$ cat src/rtl/dest_fifo_reader.sv
// dest_fifo_reader
// Consumer-side reader for destination FIFOs D0/D1. Issues round-robin pops
// from the empty flags, absorbs the one-cycle FIFO read latency, and hands
// words to a valid/ready sink through a 2-entry skid buffer so a stream can
// move one word per cycle.
//
// Build option: define DEST_FIFO_READER_CNT_EN to include the per-channel
// delivered-word counters (cnt_d0/cnt_d1, clear_cnt). When it is undefined
// the counters read as zero and clear_cnt is ignored.
//
// state    | meaning
// ---------+---------------------------------------------------------------
// ST_IDLE  | no pops; idle_rd high once nothing is pending or buffered
// ST_RUN   | pops issued whenever the buffer has room for the returning word
// ST_DRAIN | no new pops; in-flight and buffered words still go to the sink

module dest_fifo_reader #(
    parameter int DATA_SIZE = 6,
    parameter int CNT_SIZE  = 5
) (
    input  logic                 clk,
    input  logic                 reset_L,
    input  logic                 enable,
    input  logic                 empty_d0,
    input  logic                 empty_d1,
    input  logic [DATA_SIZE-1:0] data_d0,
    input  logic [DATA_SIZE-1:0] data_d1,
    input  logic                 out_ready,
    input  logic                 clear_cnt,
    output logic                 pop_d0,
    output logic                 pop_d1,
    output logic [DATA_SIZE-1:0] data_out,
    output logic                 chan_out,
    output logic                 valid_out,
    output logic                 idle_rd,
    output logic [CNT_SIZE-1:0]  cnt_d0,
    output logic [CNT_SIZE-1:0]  cnt_d1
);

    typedef enum logic [1:0] {
        ST_IDLE  = 2'd0,
        ST_RUN   = 2'd1,
        ST_DRAIN = 2'd2
    } state_t;

    state_t                 state_q, state_d;
    logic                   pend_q, pend_d;
    logic                   pend_ch_q, pend_ch_d;
    logic [1:0]             occ_q, occ_d;
    logic                   last_q, last_d;
    logic [DATA_SIZE-1:0]   head_data_q, head_data_d;
    logic                   head_ch_q, head_ch_d;
    logic [DATA_SIZE-1:0]   skid_data_q, skid_data_d;
    logic                   skid_ch_q, skid_ch_d;

    logic                   dlv;
    logic                   cand0;
    logic                   cand1;
    logic                   grant1;
    logic [2:0]             fill;
    logic                   pop_ok;
    logic [1:0]             tail;
    logic [DATA_SIZE-1:0]   cap_data;

    assign valid_out = (occ_q != 2'd0);
    assign dlv       = valid_out & out_ready;
    assign data_out  = head_data_q;
    assign chan_out  = head_ch_q;

    // Arbitration and pop generation; fill is the occupancy the buffer will
    // hold after this edge, so a pop is only launched if its word will fit.
    always_comb begin
        cand0  = ~empty_d0;
        cand1  = ~empty_d1;
        grant1 = cand1 & (~cand0 | ~last_q);
        fill   = {1'b0, occ_q} + {2'b00, pend_q} - {2'b00, dlv};
        pop_ok = (state_q == ST_RUN) && (fill < 3'd2);
        pop_d0 = pop_ok & cand0 & ~grant1;
        pop_d1 = pop_ok & grant1;
    end

    // Read-tracking and arbitration history.
    always_comb begin
        pend_d    = pop_d0 | pop_d1;
        pend_ch_d = pop_d1;
        last_d    = last_q;
        if (pop_d0 | pop_d1) begin
            last_d = pop_d1;
        end
    end

    // Skid buffer: head advances on delivery, returning read data lands at
    // the tail slot computed after the head has moved.
    always_comb begin
        head_data_d = head_data_q;
        head_ch_d   = head_ch_q;
        skid_data_d = skid_data_q;
        skid_ch_d   = skid_ch_q;
        tail        = occ_q - {1'b0, dlv};
        cap_data    = pend_ch_q ? data_d1 : data_d0;
        occ_d       = occ_q + {1'b0, pend_q} - {1'b0, dlv};
        if (dlv) begin
            head_data_d = skid_data_q;
            head_ch_d   = skid_ch_q;
        end
        if (pend_q) begin
            if (tail == 2'd0) begin
                head_data_d = cap_data;
                head_ch_d   = pend_ch_q;
            end else begin
                skid_data_d = cap_data;
                skid_ch_d   = pend_ch_q;
            end
        end
    end

    // Next-state logic and idle indication.
    always_comb begin
        state_d = state_q;
        case (state_q)
            ST_IDLE: begin
                if (enable) state_d = ST_RUN;
            end
            ST_RUN: begin
                if (!enable) state_d = ST_DRAIN;
            end
            ST_DRAIN: begin
                if (enable) begin
                    state_d = ST_RUN;
                end else if ((occ_q == 2'd0) && !pend_q) begin
                    state_d = ST_IDLE;
                end
            end
            default: state_d = ST_IDLE;
        endcase
        idle_rd = (state_q == ST_IDLE) && (occ_q == 2'd0) && !pend_q;
    end

    // Control and datapath registers; an in-flight read is dropped on reset.
    always_ff @(posedge clk or negedge reset_L) begin
        if (!reset_L) begin
            state_q     <= ST_IDLE;
            pend_q      <= 1'b0;
            pend_ch_q   <= 1'b0;
            occ_q       <= 2'd0;
            last_q      <= 1'b1;
            head_data_q <= '0;
            head_ch_q   <= 1'b0;
            skid_data_q <= '0;
            skid_ch_q   <= 1'b0;
        end else begin
            state_q     <= state_d;
            pend_q      <= pend_d;
            pend_ch_q   <= pend_ch_d;
            occ_q       <= occ_d;
            last_q      <= last_d;
            head_data_q <= head_data_d;
            head_ch_q   <= head_ch_d;
            skid_data_q <= skid_data_d;
            skid_ch_q   <= skid_ch_d;
        end
    end

`ifdef DEST_FIFO_READER_CNT_EN
    logic [CNT_SIZE-1:0] cnt_d0_q, cnt_d0_d;
    logic [CNT_SIZE-1:0] cnt_d1_q, cnt_d1_d;

    // Delivered-word counters; clear wins over a same-cycle delivery.
    always_comb begin
        cnt_d0_d = cnt_d0_q;
        cnt_d1_d = cnt_d1_q;
        if (clear_cnt) begin
            cnt_d0_d = '0;
            cnt_d1_d = '0;
        end else if (dlv) begin
            if (chan_out) begin
                cnt_d1_d = cnt_d1_q + 1'b1;
            end else begin
                cnt_d0_d = cnt_d0_q + 1'b1;
            end
        end
    end

    // Counter registers.
    always_ff @(posedge clk or negedge reset_L) begin
        if (!reset_L) begin
            cnt_d0_q <= '0;
            cnt_d1_q <= '0;
        end else begin
            cnt_d0_q <= cnt_d0_d;
            cnt_d1_q <= cnt_d1_d;
        end
    end

    assign cnt_d0 = cnt_d0_q;
    assign cnt_d1 = cnt_d1_q;
`else
    logic unused_clear_cnt;

    assign unused_clear_cnt = clear_cnt;
    assign cnt_d0           = '0;
    assign cnt_d1           = '0;
`endif

endmodule

$ cat config.mk
export PLATFORM = sky130hd
export DESIGN_NAME = dest_fifo_reader
export DESIGN_NICKNAME = d
export VERILOG_FILES = /design/src/rtl/dest_fifo_reader.sv
export SDC_FILE = /design/constraint.sdc
export NUM_CORES = 1
export LEC_CHECK = 0
export CORE_ASPECT_RATIO = 0.8
export CORE_MARGIN = 10
export CORE_UTILIZATION = 47
export DETAILED_ROUTE_END_ITERATION = 16
export PLACE_DENSITY_LB_ADDON = 0.2
export SYNTH_ARGS = -nofsm -noshare
export SYNTH_HDL_FRONTEND = slang
export SYNTH_SLANG_ARGS = --single-unit
$ cat constraint.sdc
create_clock -name clk -period 4.6 [get_ports clk]
set_clock_uncertainty 0.15 [all_clocks]
set_input_delay 0.46 -clock clk [delete_from_list [all_inputs] [get_ports clk]]
set_output_delay 0.46 -clock clk [all_outputs]
set_load 0.02 [all_outputs]
* After elaboration in Yosys (flattened, before gate mapping)
Cells that the tools add are included.
** Operators by class
- Add/subtract/negate cells :: 5
- Order comparisons :: 1
- Equality and inequality tests :: 5
- Mux-type cells :: 12
- Bitwise operators :: 12
- Reduce and logical (&&, ||, !) cells :: 11
** Operators with widths (number)
- 2-to-1 mux 6 bit :: 4
- 2-to-1 mux 2 bit :: 4
- logical NOT 2 bit :: 3
- one-hot mux 2 bit (3 select lines) :: 1
- AND 1 bit :: 5
- NOT 1 bit :: 5
- logical AND 1 bit :: 4
- inequality test 2 bit, second input constant :: 2
- subtractor 2 x 1 -> 2 bit :: 2
- adder 2 x 1 -> 3 bit :: 1
- less-than comparator 3 x 2 -> 1 bit, second input constant :: 1
- 2-to-1 mux 1 bit :: 3
- inequality test 3 bit, second input constant :: 1
- AND reduction 3 bit :: 1
- subtractor 3 x 1 -> 3 bit :: 1
- adder 2 x 1 -> 2 bit :: 1
- equality test 2 x 1 -> 1 bit, second input constant :: 1
- equality test 2 bit, second input constant :: 1
- OR 1 bit :: 2
- AND reduction 2 bit :: 1
- nonzero test 2 bit :: 1
- logical NOT 1 bit :: 1
** Storage, ports and cells
- Bits in registers :: 21
- Input port bits :: 19
- Output and inout port bits :: 21

* Depth between registers and ports, before layout
Gate-level depths: netlist of the first run.
- Depth in word-level cells :: 8
- Gate-level depth with buffers :: 8

* Least setup slack after synthesis of the first run
OpenSTA, ideal clock, no wires.
- Path type :: register -> output
- From :: reg occ_q[1]
- To :: out pop_d1
- Arrival :: 2.643 ns
- Required time :: 3.990 ns
- Path slack :: 1.347 ns
- Stages on the path, launching flop included :: 9
- Cell sequence :: dfrtp_1 > o21ai_2 > or2_2 > nand2b_1 > ha_1 > fa_1 > xnor2_1 > or3_4 > nor3_1
** On the way
- Cells in the longest elaborated chain, start to end :: 6
- Elaborated cells between the ends (all ways) :: 7
- Those cells by class :: 2 x add/sub; 1 x order compare; 2 x bitwise; 2 x reduce/logical
** RTL lines
- start: declaration :: line 49 : logic [1:0] occ_q, occ_d;
- start signal: assignment :: line 145 : occ_q <= 2'd0;
- start signal: assignment :: line 155 : occ_q <= occ_d;
- parallel branches: the longest is 2 deep, another holds adder 2 x 1 -> 3 bit
- subtractor 3 x 1 -> 3 bit (*) :: line 76 : fill = {1'b0, occ_q} + {2'b00, pend_q} - {2'b00, dlv};
- less-than comparator 3 x 2 -> 1 bit (*) :: line 77 : pop_ok = (state_q == ST_RUN) && (fill < 3'd2);
- logical AND 1 bit (*) :: line 77
- AND 1 bit (*) :: line 79 : pop_d1 = pop_ok & grant1;
- end: declaration :: line 31 : output logic pop_d1,
Every way passes the cells marked *.

* Worst setup path in the final report of the first run
Same ends and word-level chain as after synthesis.

==> results of run 1 <==
## cell type report
class	count	area (sq um)
multi-input cells	61	490
clock inverters	1	5.00
clock buffers	3	22.5
inverters	7	26.3
fillers	174	806
flip-flops and latches	21	527
repair buffers	29	288
well taps	25	31.3
## layout by cell type, fill, tap and decap left out, types with 2 or more instances in the layout
cell type	instances
dfrtp_1	20
clkdlybuf4s50_1	28
clkbuf_4	3
nand2b_1	2
inv_1	7
mux2i_1	24
nor3_1	2
mux2_2	3
a21oi_1	2
or2_2	2
conb_1	10
nor2b_1	3
## worst min-delay path by stage
stage / from / endpoint / cells after the start
6_report: state_q[1] / state_q[0] / 1
5_1_grt: state_q[1] / state_q[0] / 1
4_1_cts: state_q[1] / state_q[0] / 1
3_5_place_dp: state_q[1] / state_q[0] / 1
3_3_place_gp: state_q[1] / state_q[0] / 1
2_1_floorplan: reset_L / chan_out / 0
## power groups by stage
| stage | combinational, mW | sequential, mW | clock (mW) |
|---|---|---|---|
| after floorplan | 0.215 | 0.342 | 0 |
| after global placement | 0.360 | 0.320 | 0 |
| after detailed placement | 0.377 | 0.323 | 0 |
| after CTS | 0.377 | 0.320 | 0.0949 |
| after global routing | 0.405 | 0.332 | 0.103 |
| final | 0.371 | 0.320 | 0.0882 |
## cells by family (layout without fill, tap and decap cells)
kind of cell             Yosys count  in the layout  share of synthesized area, %
buffers and inverters             20             40                          10.5
adder cells (fa/ha/maj)            2              2                          2.96
flip-flops                        21             21                          48.0
other                              1             10                         0.341
AND/OR/NAND/NOR                   13             13                          7.52
XOR/XNOR                           1              1                         0.797
AO/OA/AOI/OAI                      8              8                          5.01
multiplexers                      27             27                          24.9
## sequential cells by signal, indices dropped and copies added, names as in the netlist
name,count
data_out,6
pend_ch_q,1
chan_out,1
occ_q,2
skid_data_q,6
pend_q,1
last_q,1
skid_ch_q,1
state_q,2
## worst reg2reg max path, stage by stage (launching register included)
cell and delay (ps):
dfrtp_1 470, o21ai_2 470, or2_2 230, nand2b_1 70
ha_1 190, fa_1 380, xnor2_1 160, or3_4 400
o31ai_1 260
## stage by stage
| step | cell area, sq um | hold WS [ps] | power [mW] | cells | util (%) |
|---|---|---|---|---|---|
| global route | 1390 | 398 | 0.839 | 147 | 63.3 |
| CTS | 1390 | 361 | 0.792 | 147 | 63.3 |
| finish | 1390 | 359 | 0.779 | 147 | 63.3 |
| global placement | 1360 | 321 | 0.680 | 143 | 62.1 |
| floorplan | 1130 | 14.4 | 0.558 | 102 | - |
| detailed placement | 1360 | 341 | 0.700 | 143 | 62.1 |
## layer usage
metal	wire, microns	GRT usage, %
met1	967	11.5
met2	1100	16.5
met3	259	5.48
met4	15	2.33
met5	0	0
## cell usage after synthesis
master / instances / area, sq um
fa_1: 1 / 20.0
inv_1: 7 / 26.3
or3_4: 1 / 11.3
nor2_1: 1 / 3.75
mux2_2: 3 / 33.8
o21a_1: 1 / 7.51
o21ai_2: 1 / 8.76
xnor2_1: 1 / 8.76
a21boi_0: 1 / 7.51
nor3b_1: 1 / 7.51
nand2b_1: 2 / 12.5
dfrtp_1: 20 / 500
ha_1: 1 / 12.5
conb_1: 1 / 3.75
o31ai_1: 1 / 7.51
nor2b_1: 3 / 18.8
buf_4: 10 / 75.1
mux2i_1: 24 / 240
clkbuf_1: 1 / 3.75
nor3_1: 2 / 10.0
a21oi_1: 2 / 10.0
dfstp_2: 1 / 26.3
or2_2: 2 / 12.5
nor4_1: 1 / 6.26
o41ai_1: 1 / 8.76
buf_2: 2 / 10.0
o21ai_0: 1 / 5.00
==> impl_metrics.toml, run 1 <==
[placed_design]
gp_congestion = 0.694
dp_worst_setup_slack_ps = 460
dp_hpwl_microns = 1810
port-buffer-count = 28

[pwr]
comb_power_share_pct = 47.6
power_frac_seq_pct = 41.1
vdd_ir_drop_max_uv = 367
p_clk_share_pct = 11.3
switching_share_pct = 37.9
p_int_uw = 484
cellPowerDensity_nw_per_um2 = 561
p_leak_nw = 0.607
switching_power_uw = 295

[run]
max_cap_violations = 0

[timing]
slew_viol_final = 0
min_period_ps = 4170
worstMarginPinSlew_ps = 944
rsz0062_at_grt = "no"
fin_tns_setup_ps = 0
max_freq_ghz = 0.240
setup_ws_ps = 433
slew_headroom_pct = 36.9
hold_violations = 0
finalCritPeriodShare_pct = 90.6
setup_viol = 0

[floorplan]
fp.coreArea_sq_um = 2200
io_pins = 40
die_height_microns = 63.2
start_util_pct = 50.0
die_area_sq_um = 4680
rows = 15
fp.dieW_microns = 74.1

[logic_synthesis]
synth_cells = 93
avgSynthCellArea_sq_um = 11.8
synthesis.area_sq_um = 1100
ys_seq_area_share_pct = 47.9
synth-seq-cells = 21
netlist-cell-type-count = 27
yosys_warnings = 0

[layout]
final_layout_size_suffix_gt1_share_pct = 10.7
diodes = 0
fin_nets = 144
area_growth_pct = 26.5

[critical_path]
crit_path_end = "pop_d1"
critPathArrivalTime_ps = 3560
max_stage_delay_ps = 650
cp-start-kind = "flip-flop"
critical_path.top_delay_family = "simple AND/OR/NAND/NOR gates"
r2r_cells = 8
path_depth = 9
crit_chain = "o21ai_2 -> or2_2 -> nand2b_1 -> ha_1 -> fa_1 -> xnor2_1 -> or3_4 -> nor3_1 -> clkdlybuf4s50_1"
worstPathRequired_ps = 3990
crit_path_max_fanout = 8
critPathKind = "flip-flop to output pin"
path_buf_inv = 1
startpoint = "occ_q[1]"
reg2reg_to = "last_q"
reg2reg_from = "occ_q[1]"
r2r_setup_slack_ps = 1730
endpoint_kind = "output pin"
slowest_stage = "clkdlybuf4s50_1"

[clocking]
clk_pin_slew_worst_paths_ps = 120
ctsResizeCount = 0
cts_tree = "done"
h-tree-depth = 1
clock_latency_ps = 300
cts.sinks = 21
post_cts.repair.setup_buffers = 0
cts_inserted_buffers = 3
ctsHoldBuffers = 0
clockBufferDepth = 2
clock-root-buffer = "clkbuf_4"

[global_routing]
grt_max_degree = 22
grt_pass1_vias = 813
grtUsageTotal_pct = 10.2
gr-total-overflow = 0
grt_pass1_wl_microns = 3840
antenna_found_initial = 0

[drt]
route.antenna.remaining_nets = 0
wl_microns = 2350
wire_per_inst_microns = 16.0
drtIter0Drc = 19
first_pass_iters = 3
via_per_inst = 4.97
num_vias = 730
drcViolationCount = 0

[hold_path]
hold_path.class = "flip-flop to flip-flop"

[outcome]
status = "finished clean"
Note: power is estimated with default switching activity, not from simulation.
==> run 2: changes to the inputs <==
Settings changed: CORE_MARGIN 10 to 4.
==> run 2 against run 1 <==
  * Fmax is 0.75% higher
  * Routed wire length shrank 17%
  * Critical path depth did not move
  * First-iteration DRC count down 47%
  * Worst setup slack better by 31 ps
  * Non-clock buffer count stayed put
  * Via count up 0.41%
  * Hold slack worse by 7.3 ps
  * Design area hardly changed
  * Largest cell class unchanged
  * Largest power group unchanged
==> impl_metrics.toml, run 2 (synthesized netlist as in run 1, its figures left out) <==
[timing]
setup_viol = 0
slew_headroom_pct = 37.6
max_freq_ghz = 0.242
finalCritPeriodShare_pct = 89.9
rsz0062_at_grt = "no"
slew_viol_final = 0
worstMarginPinSlew_ps = 933
fin_tns_setup_ps = 0
min_period_ps = 4140
hold_violations = 0

[clocking]
clock_latency_ps = 290
h-tree-depth = 1
post_cts.repair.setup_buffers = 0
cts_inserted_buffers = 3
cts.sinks = 21
clk_pin_slew_worst_paths_ps = 100
clock-root-buffer = "clkbuf_4"
cts_tree = "done"
ctsResizeCount = 0
ctsHoldBuffers = 0
clockBufferDepth = 2

[global_routing]
gr-total-overflow = 0
grtUsageTotal_pct = 13.7
grt_max_degree = 22
antenna_found_initial = 0
grt_pass1_wl_microns = 3150
grt_pass1_vias = 728

[layout]
layout_common_cells = "clkdlybuf4s50_1 (28), mux2i_1 (24), dfrtp_1 (20)"
fin_nets = 144
diodes = 0
final_common_cell = "clkdlybuf4s50_1"
area_growth_pct = 26.4
final_layout_size_suffix_gt1_share_pct = 9.84
final_util_pct = 63.2

[critical_path]
critical_path.top_delay_family = "simple AND/OR/NAND/NOR gates"
reg2reg_from = "occ_q[1]"
path_buf_inv = 1
slowest_stage = "clkdlybuf4s50_1"
worstPathRequired_ps = 3990
max_stage_delay_ps = 650
crit_chain = "o21ai_2 -> or2_2 -> nand2b_1 -> ha_1 -> fa_1 -> xnor2_1 -> or3_4 -> nor3_1 -> clkdlybuf4s50_1"
cp-start-kind = "flip-flop"
startpoint = "occ_q[1]"
endpoint_kind = "output pin"
critPathKind = "flip-flop to output pin"
crit_path_max_fanout = 8
critPathArrivalTime_ps = 3530

[floorplan]
start_util_pct = 50.0
die_height_microns = 51.2
die_area_sq_um = 3180
io_pins = 40
rows = 15
fp.dieW_microns = 62.1
fp.coreArea_sq_um = 2200

[drt]
via_per_inst = 4.99
wl_microns = 1940
route.antenna.remaining_nets = 0
num_vias = 733
drcViolationCount = 0
wire_per_inst_microns = 13.2
drtIter0Drc = 10
first_pass_iters = 4

[pwr]
cellPowerDensity_nw_per_um2 = 552
p_leak_nw = 0.604
power.total_uw = 767
vdd_ir_drop_max_uv = 336

[run]
max_cap_violations = 0

[hold_path]
hold_start = "state_q[1]"
hold_path.class = "flip-flop to flip-flop"

[outcome]
status = "finished clean"

[placed_design]
dp_hpwl_microns = 1500
gp_congestion = 0.717
port-buffer-count = 28
[run 2: cell count changes in the layout (fill, tap and decap cells not counted)]
cell / before / now
clkbuf_1: 0 / 1
clkinv_2: 1 / 0
[run 2: worst paths after layout]
kind	to	slack [ps]	cells after the start
min in group asynchronous	skid_data_q[2]	530	1
setup / recovery	pop_d1	460	9
max in group asynchronous	skid_ch_q	3210	1
hold reg to reg	state_q[0]	350	1
hold / removal	state_q[0]	350	1
setup reg to reg	pend_ch_q	1770	8
[run 2: final cells by class]
class / count / area (sq um)
Clock buffer: 4 / 26.3
Timing Repair Buffer: 29 / 288
Inverter: 7 / 26.3
Multi-Input combinational cell: 61 / 490
Tap cell: 25 / 31.3
Fill cell: 189 / 807
Sequential cell: 21 / 527
[run 2: metrics by stage]
stage	cells	area [sq um]	hold slack, ps	worst slack [ps]
after floorplan	102	1130	14.4	1350
after global placement	143	1360	323	486
after detailed placement	143	1360	343	496
after CTS	147	1390	357	404
after global routing	147	1390	380	239
final	147	1390	352	465
[run 2: per-layer routing]
layer	wire length [microns]	track usage, %
met4	14	3.18
met3	120	5.05
met5	0	0
met1	857	17.6
met2	944	21.6
[run 2: power by group]
group	internal, mW	total [mW]	switching [mW]
clock	0.0337	0.0832	0.0495
sequential	0.264	0.319	0.0548
combinational	0.187	0.364	0.178
total	0.485	0.767	0.282
